### src/rtl/pc_sequencer.sv
// pc_sequencer
//   Owns the program counter of the 32-bit core. Issues instruction fetches,
//   waits for the datapath to retire each instruction, picks the next PC
//   (sequential / branch / jump / interrupt vector), latches interrupts until
//   the next instruction boundary and supports a halt state.
//
// Ports
//   clk, rst_n       core clock, synchronous active-low reset
//   imem_req/addr    fetch request (held while waiting) and address (= pc)
//   imem_ready       instruction memory has data this cycle
//   fetch_valid      one-cycle pulse: fetched instruction is valid
//   instr_done       datapath retires current instruction
//   branch_taken/branch_target, jump/jump_target   redirect of retiring instr
//   irq, halt        interrupt request, halt request
//   pc, pc_plus4     current PC and PC + 4 (wrapping)
//   epc              return address saved at the last interrupt
//   irq_taken        one-cycle pulse after interrupt vectoring
//   halted           high while in HALTED
module pc_sequencer #(
  parameter int                DATA_W       = 32,
  parameter logic [DATA_W-1:0] RESET_VECTOR = 32'h0000_0000,
  parameter logic [DATA_W-1:0] IRQ_VECTOR   = 32'h0000_0080
) (
  input  logic              clk,
  input  logic              rst_n,
  output logic              imem_req,
  output logic [DATA_W-1:0] imem_addr,
  input  logic              imem_ready,
  output logic              fetch_valid,
  input  logic              instr_done,
  input  logic              branch_taken,
  input  logic [DATA_W-1:0] branch_target,
  input  logic              jump,
  input  logic [DATA_W-1:0] jump_target,
  input  logic              irq,
  input  logic              halt,
  output logic [DATA_W-1:0] pc,
  output logic [DATA_W-1:0] pc_plus4,
  output logic [DATA_W-1:0] epc,
  output logic              irq_taken,
  output logic              halted
);

  typedef enum logic [1:0] {
    FETCH  = 2'd0,
    EXEC   = 2'd1,
    HALTED = 2'd2
  } state_t;

  state_t            state;
  logic              irq_pending;
  logic [DATA_W-1:0] seq_next;

  function automatic logic [DATA_W-1:0] word_align(input logic [DATA_W-1:0] a);
    return {a[DATA_W-1:2], 2'b00};
  endfunction

  assign pc_plus4 = pc + DATA_W'(4);

  // Redirect priority at retirement: jump over branch over fall-through.
  always_comb begin
    seq_next = pc_plus4;
    if (jump)
      seq_next = word_align(jump_target);
    else if (branch_taken)
      seq_next = word_align(branch_target);
  end

  // Gated by rst_n so an outstanding fetch disappears the moment reset is
  // asserted and nothing is presented to the datapath during reset.
  assign imem_req    = rst_n && (state == FETCH);
  assign imem_addr   = pc;
  assign fetch_valid = rst_n && (state == FETCH) && imem_ready;
  assign halted      = (state == HALTED);

  always_ff @(posedge clk) begin
    if (!rst_n) begin
      state       <= FETCH;
      pc          <= RESET_VECTOR;
      epc         <= '0;
      irq_pending <= 1'b0;
      irq_taken   <= 1'b0;
    end else begin
      irq_taken <= 1'b0;
      // Latch any request; servicing branches below override this with 0.
      if (irq)
        irq_pending <= 1'b1;

      case (state)
        FETCH: begin
          if (imem_ready)
            state <= EXEC;
        end

        EXEC: begin
          if (instr_done) begin
            if (irq_pending || irq) begin
              epc         <= seq_next;
              pc          <= IRQ_VECTOR;
              irq_pending <= 1'b0;
              irq_taken   <= 1'b1;
              state       <= FETCH;
            end else begin
              pc    <= seq_next;
              state <= halt ? HALTED : FETCH;
            end
          end
        end

        HALTED: begin
          // An interrupt wakes the core even while halt is still asserted.
          if (irq_pending || irq) begin
            epc         <= pc;
            pc          <= IRQ_VECTOR;
            irq_pending <= 1'b0;
            irq_taken   <= 1'b1;
            state       <= FETCH;
          end else if (!halt) begin
            state <= FETCH;
          end
        end

        default: state <= FETCH;
      endcase
    end
  end

endmodule

### config.mk
export PLATFORM = sky130hd
export DESIGN_NAME = pc_sequencer
export DESIGN_NICKNAME = d
export VERILOG_FILES = /design/src/rtl/pc_sequencer.sv
export SDC_FILE = /design/constraint.sdc
export NUM_CORES = 1
export LEC_CHECK = 0
export CELL_PAD_IN_SITES_DETAIL_PLACEMENT = 1
export CELL_PAD_IN_SITES_GLOBAL_PLACEMENT = 1
export CORE_ASPECT_RATIO = 0.7
export CORE_UTILIZATION = 31
export DETAILED_ROUTE_END_ITERATION = 12
export PLACE_DENSITY_LB_ADDON = 0.15
export SYNTH_ARGS = -nofsm -noshare
export SYNTH_HDL_FRONTEND = slang
export SYNTH_SLANG_ARGS = --single-unit
### constraint.sdc
create_clock -name clk -period 3.7 [get_ports clk]
set_input_delay 0.37 -clock clk [delete_from_list [all_inputs] [get_ports clk]]
set_output_delay 0.37 -clock clk [all_outputs]
set_load 0.02 [all_outputs]
==> flow_metrics.env <==
export IMPL_status="completed"
export IMPL_maxCapViolations=0
export IMPL_finalWeightedCongestion=0.807
export IMPL_place_ws_ps=621
export IMPL_dpl_cell_area_um2=6350
export IMPL_yosysMostFrequentCell="dfxtp_1"
export IMPL_synth_edf_count=0
export IMPL_finish_utilization_pct=47.8
export IMPL_setup_violations=0
export IMPL_hold_buffers=0
export IMPL_syn_inst=584
export IMPL_io_pins=204
export IMPL_drc=0
export IMPL_yosys_most_used_dff="dfxtp_1"
export IMPL_synthesis_nets=660
export IMPL_synth_cell_types=63
export IMPL_slew_viol_final=0
export IMPL_grt_use_total_pct=25.9
export IMPL_path_class="reg2out"
export IMPL_grt_max_degree=46
export IMPL_netlist_area_um2=4410
export IMPL_drt_first_pass_iters=4
export IMPL_rsz0062_at_grt="no"
export IMPL_skew_ps=5.19
export IMPL_synth_top_area_share_pct=30.8
export IMPL_clk_latency_ps=350
export IMPL_cts_clk_slew_worst_paths_ps=60
export IMPL_post_cts_buffers=0
export IMPL_fin_area_um2=6660
export IMPL_end_kind="output port"
export IMPL_instances_no_fill=928
export IMPL_gr_usage_met3_pct=7.31
export IMPL_vias=5030
export IMPL_grt_first_pass_wirelength_mm=28.3
export IMPL_syn_area_per_cell_um2=7.56
export IMPL_synth_warnings=0
export IMPL_tightestPinTransition_ps=784
export IMPL_yosysTopAreaCell="dfxtp_1"
export IMPL_drive_above_1_share_pct=6.64
export IMPL_place_hpwl_mm=13.7
export IMPL_p_leak_uw=0.00238
export IMPL_arrival_ps=3090
export IMPL_cts_htree_levels=3
export IMPL_period_needed_ps=3460
export IMPL_wirelength_mm=18.9
export IMPL_design_core_area_um2=13900
export IMPL_die_area_um2=14700
export IMPL_async_flop_share_pct=0
export IMPL_finalCritPeriodShare_pct=93.6
export IMPL_ir_drop_uv=236
export IMPL_synth_seq_cells=68
export IMPL_viasPerCell=5.42
export IMPL_syn_to_final_growth_pct=50.8
export IMPL_initial_utilization_pct=31.7
export IMPL_yosysSeqAreaShare_pct=30.8
export IMPL_worstPathMaxFanout=6
export IMPL_power_density_nw_per_um2=347
export IMPL_start_kind="flop"
export IMPL_slew_headroom_pct=47.7
export IMPL_min_path_type="reg2reg"
export IMPL_final_hold_violation_count=0
export IMPL_use_met2_pct=40.3
export IMPL_critPathRequiredTime_ps=3330
export IMPL_use_met1_pct=35.3
export IMPL_busiest_layer="met2"
export IMPL_antenna_found_initial=0
export IMPL_clkSinkCount=68
export IMPL_rows=36
export IMPL_nets=809
export IMPL_clockBufferDepth=2
export IMPL_cts_tree="done"
export IMPL_synth_area_leaders="dfxtp_1 31%, buf_4 6.1%, nand2_1 5.6%"
export IMPL_ant_nets=0
export IMPL_diodes=0
export IMPL_root_buffer="clkbuf_16"
export IMPL_ctsResizeCount=0
export IMPL_fmax_ghz=0.289
export IMPL_cts_made_buffers=9
export IMPL_dp_cells=912
export IMPL_die_width_um=145
export IMPL_timing_final_ws_setup_ps=237
export IMPL_die_h_um=102
export IMPL_grt_overflow_total=0
export IMPL_drt_iter0_markers=212
export IMPL_placement_io_buffers=199
export IMPL_wl_per_cell_um=20.4
export IMPL_synth_common_cells="68 x dfxtp_1, 66 x nand2_1, 49 x a21oi_1"
export IMPL_grt_pass1_vias=5023
export IMPL_finalSetupTns_ps=0
cells by family after synthesis:
group | count (synthesis) | share of synthesized area (%)
AND/OR/NAND/NOR | 190 | 22.4
flip-flops | 68 | 30.8
AO/OA/AOI/OAI | 184 | 27.0
adder cells (fa/ha/maj) | 4 | 1.13
XOR/XNOR | 24 | 4.76
buffers and inverters | 107 | 12.3
multiplexers | 7 | 1.59
cell type report:
type,instances,area (µm²)
clock buffer,12,256
clock inverter,4,47.5
multi-input combinational,409,2520
tap,190,238
inverter,27,101
fill,1645,7260
sequential,68,1360
timing repair buffer,218,2130
final timing paths:
kind | start | end | slack, ps | depth (start not counted)
worst max-delay path | imem_addr[2]$_SDFFE_PN0P_ | pc_plus4[30] | 240 | 6
worst min-delay path | epc[10]$_SDFFE_PN0P_ | epc[10]$_SDFFE_PN0P_ | 460 | 2
worst max register to register | imem_addr[2]$_SDFFE_PN0P_ | epc[20]$_SDFFE_PN0P_ | 980 | 7
worst min register to register | epc[10]$_SDFFE_PN0P_ | epc[10]$_SDFFE_PN0P_ | 460 | 2
through the flow:
stage	hold WS, ps	power [µW]
2_1_floorplan	510	1140
3_3_place_gp	442	1410
3_5_place_dp	451	1420
4_1_cts	458	2330
5_1_grt	491	2410
6_report	459	2310
where the power goes:
group          switching, µW  internal [µW]  total, µW
Clock                    346            556        902
Sequential              42.6            776        818
Combinational            327            265        593
critical path, stage by stage (launching register included):
cell and delay (ps):
dfxtp_1 330, ha_1 300, nand4_1 350, nor3_2 570, nand4_1 330, xnor2_1 230, clkdlybuf4s50_1 620
per-layer routing:
| metal | share of wire (%) | routed length [µm] |
|---|---|---|
| met1 | 46 | 8780 |
| met2 | 44 | 8350 |
| met3 | 8.4 | 1580 |
| met4 | 1.1 | 216 |
| met5 | 0 | 0 |
cells in the final DEF, fill, tap and decap left out, types with 4 or more instances in the layout:
cell type | Yosys | layout
clkdlybuf4s50_1 | 0 | 198
dfxtp_1 | 68 | 68
nand2_1 | 66 | 66
a21oi_1 | 49 | 49
o21ai_0 | 47 | 46
nand3_1 | 33 | 33
nor2_1 | 32 | 32
inv_1 | 27 | 27
buf_4 | 36 | 19
xnor2_1 | 18 | 18
o221ai_1 | 11 | 11
clkbuf_16 | 0 | 9
o22ai_1 | 8 | 8
a21o_1 | 8 | 8
nand4_1 | 7 | 7
nand2b_1 | 7 | 7
mux2i_1 | 7 | 7
a222oi_1 | 7 | 7
xor2_1 | 6 | 6
nand3b_1 | 6 | 6
nor4_1 | 5 | 5
nor3_1 | 5 | 5
o21a_1 | 5 | 5
o211ai_1 | 5 | 5
a22o_1 | 5 | 5
a311oi_1 | 5 | 5
and3_1 | 4 | 4
nor2b_1 | 4 | 4
o31ai_1 | 4 | 4
a221oi_1 | 4 | 4
state kept, by name, indices dropped and copies added (netlist names):
signal       count
epc             32
imem_addr       32
state            2
irq_pending      1
irq_taken        1
Note: power is estimated with default switching activity, not from simulation.
==> RTL edit (config.mk and constraints unchanged) <==
Register the output `irq_taken` once more, without a reset; this adds one clock of latency there. The other outputs are not delayed to match. Comments in the files are not updated.
--- a/src/rtl/pc_sequencer.sv
+++ b/src/rtl/pc_sequencer.sv
@@ -48,4 +48,6 @@
   } state_t;
 
+  logic irq_taken_s0;
+
   state_t            state;
   logic              irq_pending;
@@ -80,7 +82,7 @@
       epc         <= '0;
       irq_pending <= 1'b0;
-      irq_taken   <= 1'b0;
+      irq_taken_s0 <= 1'b0;
     end else begin
-      irq_taken <= 1'b0;
+      irq_taken_s0 <= 1'b0;
       // Latch any request; servicing branches below override this with 0.
       if (irq)
@@ -99,5 +101,5 @@
               pc          <= IRQ_VECTOR;
               irq_pending <= 1'b0;
-              irq_taken   <= 1'b1;
+              irq_taken_s0 <= 1'b1;
               state       <= FETCH;
             end else begin
@@ -114,5 +116,5 @@
             pc          <= IRQ_VECTOR;
             irq_pending <= 1'b0;
-            irq_taken   <= 1'b1;
+            irq_taken_s0 <= 1'b1;
             state       <= FETCH;
           end else if (!halt) begin
@@ -126,4 +128,8 @@
   end
 
+  always_ff @(posedge clk) begin
+    irq_taken <= irq_taken_s0;
+  end
+
 endmodule
 
Behaviour: not the same (a bounded check fails within 4 cycles, from zero or initial values and one cycle with rst_n low).
==> RTL edit against the unedited design <==
Critical path depth stayed put. Hold slack worse by 0.12 ns. Die area increased by 0.45%. Largest cell class unchanged. Worst setup slack lost 0.036 ns. Cell area shrank 0.19%. Via count grew 0.24%. Clock power decreased by 3.7%. Sequential cell count is 1 higher. Wire length fell by 2.3%. Sequential power grew 1%. Area after synthesis increased by 0.45%. Power down 1.2%. Synthesized cell count is 0.17% higher. Critical path type unchanged.
==> RTL edit: results <==
cts:
  clk_pin_slew_ns: 0.06
  ctsResizeCount: 0
  cts_buffers: 9
  clk_latency_ns: 0.33
  postCtsSetupRepairBufs: 0
  h-tree-depth: 3
  cts-root-buf: "clkbuf_16"
placed_design:
  place_area_um2: 6350
  placed_cells: 910
  portBuffers: 199
  gp_congestion: 0.814
  dpl_worst_slack_ns: 0.595
  dpl.hpwl_mm: 13.5
power_and_ir_drop:
  irDropWorstVdd_v: 0.000258
  p_leak_nw: 2.37
timing:
  worst_pin_slew_ns: 0.819
  final-hold-violation-count: 0
  clock_skew_ns: 0.00794
grt:
  antenna_found_initial: 0
  grt_max_degree: 37
  grt_usage_pct: 24.9
  grt_pass1_wl_mm: 28.4
  grt_pass1_vias: 5073
setup_path:
  critical_path_arrival_ns: 3.13
synth:
  seq_area_frac_synth_pct: 31.2
  syn_nets: 661
  ys_types: 63
  async_reset_ff_share_pct: 0
  synth_common_cells: "69 x dfxtp_1, 66 x nand2_1, 49 x a21oi_1, 47 x o21ai_0, 36 x buf_4"
  syn-instance-count: 585
  ys_warn_count: 0
  netlist_top_cells_area: "dfxtp_1 31%, buf_4 6.1%, nand2_1 5.6%"
route:
  drt_pass1_iterations: 5
  drt_iter0_drc: 303
  num_vias: 5042
  drt_wl_total_mm: 18.5
min_path:
  min_path_type: "flip-flop to flip-flop"
  hold_depth: 0
final_layout:
  fin_nets: 807
  n_fill_cell: 1646
  finalNonFillerCells: 926
  drive_gt1_share_pct: 6.11
outcome:
  status: "finished, final reports clean"
RTL edit: area by class of cell:
class                   count  area, µm²  share of cell area [%]
clock buffers              12        246                    3.71
clock inverters             4       47.5                   0.715
inverters                  27        101                    1.53
multi-input cells         409       2520                    38.0
flip-flops and latches     69       1380                    20.8
well taps                 190        238                    3.58
repair buffers            215       2110                    31.7
RTL edit: cells by family after synthesis:
family,Yosys count,share of synthesized area (%)
flops,69,31.2
compound gates,184,26.9
fa+ha+maj,4,1.13
buf+inv,107,12.2
mux,7,1.58
simple gates,190,22.3
xor+xnor,24,4.74
RTL edit: final timing paths:
| path | start | end | slack (ns) |
|---|---|---|---|
| worst max-delay path | imem_addr[3]$_SDFFE_PN0P_ | pc_plus4[30] | 0.20 |
| worst min-delay path | irq_taken_s0$_SDFF_PN0_ | irq_taken$_DFF_P_ | 0.34 |
| worst max register to register | imem_addr[3]$_SDFFE_PN0P_ | epc[20]$_SDFFE_PN0P_ | 1.01 |
| worst min register to register | irq_taken_s0$_SDFF_PN0_ | irq_taken$_DFF_P_ | 0.34 |
RTL edit: power by group:
group | switching, mW | internal, mW
clock network | 0.330 | 0.539
registers | 0.0431 | 0.787
logic | 0.325 | 0.263
total | 0.698 | 1.59
RTL edit: metrics by stage:
step           util [%]  hold slack (ns)
2_1_floorplan         -            0.310
3_3_place_gp       45.6            0.319
3_5_place_dp       45.6            0.324
4_1_cts            47.7            0.337
5_1_grt            47.7            0.346
6_report           47.7            0.335
RTL edit: critical path: stages (launching register included):
cell	delay, ns
dfxtp_1	0.34
ha_1	0.30
nand4_1	0.36
nor3_2	0.60
nand4_1	0.34
xnor2_1	0.23
clkdlybuf4s50_1	0.63
RTL edit: metal layers:
layer | up-vias | wire [µm] | global-route usage (%)
met1 | 2458 | 8760 | 33.6
met5 | - | 0 | 0
met4 | 0 | 250 | 6.46
met3 | 17 | 1280 | 6.65
met2 | 193 | 8200 | 39.5
li1 | 2374 | - | -
